## src/rtl/alu_sched.sv

```systemverilog
// alu_sched: two-requester round-robin scheduler for one shared, external,
// combinational 16-bit ALU. One operation is in flight at a time:
// IDLE (grant) -> EXEC (capture ALU result) -> RESP (hold until acked).
// Optional feature: define ALU_SCHED_OFL_CNT_EN to build a saturating
// overflow event counter on ofl_cnt; otherwise ofl_cnt is tied to zero.
module alu_sched #(
  parameter int PRIO_INIT = 0
) (
  input  logic        clk,
  input  logic        rst_n,
  input  logic [1:0]  req_vld,
  output logic [1:0]  req_rdy,
  input  logic [31:0] req_A,
  input  logic [31:0] req_B,
  input  logic [5:0]  req_op,
  input  logic [7:0]  req_ctl,
  output logic [1:0]  rsp_vld,
  input  logic [1:0]  rsp_ack,
  output logic [15:0] rsp_out,
  output logic        rsp_ofl,
  output logic        rsp_z,
  output logic [15:0] alu_A,
  output logic [15:0] alu_B,
  output logic [2:0]  alu_Op,
  output logic        alu_Cin,
  output logic        alu_invA,
  output logic        alu_invB,
  output logic        alu_sign,
  input  logic [15:0] alu_Out,
  input  logic        alu_Ofl,
  input  logic        alu_Z,
  output logic [15:0] ofl_cnt
);

  localparam logic [1:0] IDLE = 2'd0;
  localparam logic [1:0] EXEC = 2'd1;
  localparam logic [1:0] RESP = 2'd2;
  localparam logic       PTR_RST = (PRIO_INIT != 0);

  logic [1:0] r_state;
  logic       r_ptr;
  logic       r_gnt;

  logic [15:0] w_req_A   [2];
  logic [15:0] w_req_B   [2];
  logic [2:0]  w_req_op  [2];
  logic [3:0]  w_req_ctl [2];
  logic        w_pick;
  logic        w_xfer;

  // Unpack the per-requester operand fields from the packed buses.
  genvar gi;
  generate
    for (gi = 0; gi < 2; gi++) begin : g_unpack
      assign w_req_A[gi]   = req_A[16*gi +: 16];
      assign w_req_B[gi]   = req_B[16*gi +: 16];
      assign w_req_op[gi]  = req_op[3*gi +: 3];
      assign w_req_ctl[gi] = req_ctl[4*gi +: 4];
    end
  endgenerate

  // The pointer's requester wins if it asks; otherwise the other one may go.
  assign w_pick  = req_vld[r_ptr] ? r_ptr : ~r_ptr;
  assign w_xfer  = (r_state == IDLE) && (|req_vld);
  assign req_rdy = w_xfer ? (w_pick ? 2'b10 : 2'b01) : 2'b00;
  assign rsp_vld = (r_state == RESP) ? (r_gnt ? 2'b10 : 2'b01) : 2'b00;

  // Sequencing: grant in IDLE, single EXEC cycle, wait for ack in RESP.
  always_ff @(posedge clk or negedge rst_n) begin
    if (!rst_n) begin
      r_state <= IDLE;
      r_ptr   <= PTR_RST;
      r_gnt   <= 1'b0;
    end else begin
      case (r_state)
        IDLE: if (w_xfer) begin
          r_state <= EXEC;
          r_gnt   <= w_pick;
        end
        EXEC: r_state <= RESP;
        RESP: if (rsp_ack[r_gnt]) begin
          r_state <= IDLE;
          r_ptr   <= ~r_gnt;
        end
        default: r_state <= IDLE;
      endcase
    end
  end

  // Load the granted requester's operands onto the shared ALU on transfer;
  // they stay put until the next transfer so the result remains stable.
  always_ff @(posedge clk or negedge rst_n) begin
    if (!rst_n) begin
      alu_A    <= '0;
      alu_B    <= '0;
      alu_Op   <= '0;
      alu_Cin  <= 1'b0;
      alu_invA <= 1'b0;
      alu_invB <= 1'b0;
      alu_sign <= 1'b0;
    end else if (w_xfer) begin
      alu_A    <= w_req_A[w_pick];
      alu_B    <= w_req_B[w_pick];
      alu_Op   <= w_req_op[w_pick];
      alu_Cin  <= w_req_ctl[w_pick][0];
      alu_invA <= w_req_ctl[w_pick][1];
      alu_invB <= w_req_ctl[w_pick][2];
      alu_sign <= w_req_ctl[w_pick][3];
    end
  end

  // Capture the ALU result during the EXEC cycle.
  always_ff @(posedge clk or negedge rst_n) begin
    if (!rst_n) begin
      rsp_out <= '0;
      rsp_ofl <= 1'b0;
      rsp_z   <= 1'b0;
    end else if (r_state == EXEC) begin
      rsp_out <= alu_Out;
      rsp_ofl <= alu_Ofl;
      rsp_z   <= alu_Z;
    end
  end

`ifdef ALU_SCHED_OFL_CNT_EN
  logic [15:0] r_ofl_cnt;

  // Count overflowing operations, holding at the maximum instead of wrapping.
  always_ff @(posedge clk or negedge rst_n) begin
    if (!rst_n) begin
      r_ofl_cnt <= '0;
    end else if ((r_state == EXEC) && alu_Ofl && (r_ofl_cnt != 16'hFFFF)) begin
      r_ofl_cnt <= r_ofl_cnt + 16'd1;
    end
  end

  assign ofl_cnt = r_ofl_cnt;
`else
  assign ofl_cnt = 16'h0000;
`endif

endmodule
```

## config.mk

```make
export PLATFORM = sky130hd
export DESIGN_NAME = alu_sched
export DESIGN_NICKNAME = d
export VERILOG_FILES = /design/src/rtl/alu_sched.sv
export SDC_FILE = /design/constraint.sdc
export NUM_CORES = 1
export LEC_CHECK = 0
export CORE_ASPECT_RATIO = 1.1
export CORE_MARGIN = 3
export CORE_UTILIZATION = 37
export DETAILED_ROUTE_END_ITERATION = 16
export GPL_TIMING_DRIVEN = 0
export HOLD_SLACK_MARGIN = 0.1
export PLACE_DENSITY = 0.9
export SLEW_MARGIN = 20
export SYNTH_ARGS = -nofsm -noshare
export SYNTH_HDL_FRONTEND = slang
export SYNTH_SLANG_ARGS = --single-unit
```

## constraint.sdc

```tcl
create_clock -name clk -period 1.9 [get_ports clk]
set_input_delay 0.38 -clock clk [delete_from_list [all_inputs] [get_ports clk]]
set_output_delay 0.38 -clock clk [all_outputs]
set_load 0.01 [all_outputs]
```

==> metrics.txt <==
final setup margin 0.104 ns; Crit. End Element output pin; WL/cell 17.2 µm; core area 7210 µm²; Peak VDD IR 0.000745 V; Distinct cells, synth 21; reg2reg setup slack 0.31 ns; CTS sink cnt 61; initial antenna violation count 0; CTS root buffer clkbuf_8; crit path DAT 1.42 ns; Starting Density 39.1%; largest net degree at the start of global routing 32; most frequent cells in the layout clkdlybuf4s50_1 (156), dfrtp_1 (61), o21a_1 (39), a221o_1 (39), buf_4 (23); critical path class register to output pin; maximum clock insertion buffer count 2; starting DRC count in detailed routing 64; register bit total from synthesis 61; Syn Inst Count 216; number of global-route vias before repair 2715; final WL 8.57 mm; commonest non-fill, non-tap cell in the layout clkdlybuf4s50_1; Pre-Repair DR Iteration Count 4; Pwr per Cell Area 1510 nW/µm²; PortBufs 162; Final Wtd Congestion 0.704; Die Area 8710 µm²; global-route wire length before repair 13.3 mm; Syn Area/Cell 13.1 µm²; leakage 2.10 nW; # diodes 0; crit start category register; HP Class register to register; Critical Path Source r_state[0]; Routed Antenna Nets 0; Final Hold Viols 0; nets@finish 511; Clk pin slew, worst setup/hold paths 0.07 ns; CTS tree yes; Reg-to-Reg Start r_state[1]; I/O Pins 179; Final Setup Violations 0; Clock Skews 0.0126 ns; CTS Buf Count 9; Die Y 97.6 µm; Seq/Total Area, Yosys 54.1%; gr usage total 19.6%; final worst path period share 94.5%; drc violations 0; DP Wirelength 6.48 mm; routed vias/inst 5.00; share of post-route cells with drive strength above 1 19.3%; CP required 1.52 ns; Period minus WS final 1.80 ns; Synth Cell Area 2820 µm²; R2R Path End rsp_out[5]; std cell rows 32; Vias 2496; Reg2Reg Depth 6; worst-skew pair later-pin latency 0.33 ns; Layout area overhead 71.9%; H-Tree Depth 3; fmax 557 MHz; Yosys warning total 0; CP Capture Point req_rdy[0]; Slew Limit Fails 0; pre-CTS WS -0.523 ns; total global routing overflow 0; CP Max Fanout 7; die width 89.3 µm; Core Util, Final 67.3%; status complete, no violations; Max-cap violations 0
per-stage QoR:
| stage | hold slack, ns | power [mW] | std cells | setup TNS (ns) | instance area, µm² |
|---|---|---|---|---|---|
| 3_3_place_gp | 0.487 | 6.07 | 478 | -88.78 | 4610 |
| 2_1_floorplan | 0.0844 | 4.27 | 231 | 0 | 2880 |
| 5_1_grt | 0.526 | 7.80 | 499 | -0.000415 | 4850 |
| 6_report | 0.509 | 7.34 | 499 | 0 | 4850 |
| 3_5_place_dp | 0.342 | 6.20 | 479 | -0.937 | 4620 |
| 4_1_cts | 0.510 | 7.39 | 496 | -0.0145 | 4830 |
worst max-delay path: stages (launching register included):
cell             delay [ns]
dfrtp_1                0.41
nor2_1                 0.13
and3_1                 0.19
buf_6                  0.13
clkdlybuf4s15_2        0.22
cell usage after synthesis:
library cell  instances  area, µm²
dfrtp_1              61       1530
a221o_1              39        390
o21a_1               39        293
buf_4                18        135
mux2_2               18        203
buf_2                 9       45.0
buf_6                 6       67.6
nor2_1                5       18.8
and3_1                3       18.8
clkbuf_8              3       41.3
o21ai_0               3       15.0
inv_1                 2       7.51
nand2b_1              2       12.5
a21oi_1               1       5.00
a31oi_1               1       6.26
clkbuf_1              1       3.75
conb_1                1       3.75
nand2_1               1       3.75
o21ba_2               1       10.0
or2_1                 1       6.26
or2b_2                1       8.76
registers in the layout, summed over array words and instances, names as in the netlist:
register,count
r_gnt,1
rsp_z,1
alu_A,16
alu_invA,1
alu_B,16
r_state,2
alu_invB,1
alu_Op,3
r_ptr,1
alu_sign,1
rsp_out,16
alu_Cin,1
rsp_ofl,1
routing by layer:
layer	part of all wire (%)	up-vias	track usage (%)
li1	-	1174	-
met2	51	107	33.4
met1	39	1205	23.2
met4	1.0	0	6.30
met3	8.6	10	5.85
met5	0	-	0
final cells by class:
type / instances / area, µm²
fillers: 570 / 2360
plain buffers: 35 / 285
clock inverters: 4 / 47.5
multi-input cells: 131 / 1060
flip-flops and latches: 61 / 1530
well taps: 85 / 106
inverters: 2 / 7.51
repair buffers: 169 / 1680
clock buffers: 12 / 145
power breakdown:
group	switching [mW]	internal (mW)
Combinational	1.51	2.38
Clock	0.501	0.638
Sequential	0.357	1.94
Total	2.37	4.96
repair_timing:
action	CTS	global route
setup buffers	2	3
resized for setup	12	4
endpoints found under the hold margin	30	0
endpoints found under the setup margin	4	3
hold buffers	1	0
pin swaps	1	0
logic make-up (layout without fill, tap and decap cells):
logic type | count (synthesis) | in the layout | synth area share [%]
and+or+nand+nor | 13 | 13 | 2.44
muxes | 18 | 18 | 7.18
AOI/OAI and AO/OA | 84 | 84 | 25.5
other | 1 | 16 | 0.133
DFF | 61 | 61 | 54.1
buffers and inverters | 39 | 222 | 10.6
how the worst min path moves through the flow:
stage	startpoint	endpoint	depth (start not counted)
2_1_floorplan	rst_n	alu_A[0]	0
3_3_place_gp	rsp_out[11]	rsp_out[11]	1
3_5_place_dp	rst_n	rsp_out[7]	1
4_1_cts	rsp_out[0]	rsp_out[0]	1
5_1_grt	rsp_out[2]	rsp_out[2]	1
6_report	rsp_out[15]	rsp_out[15]	1
Power figures use the tool's default switching activity.
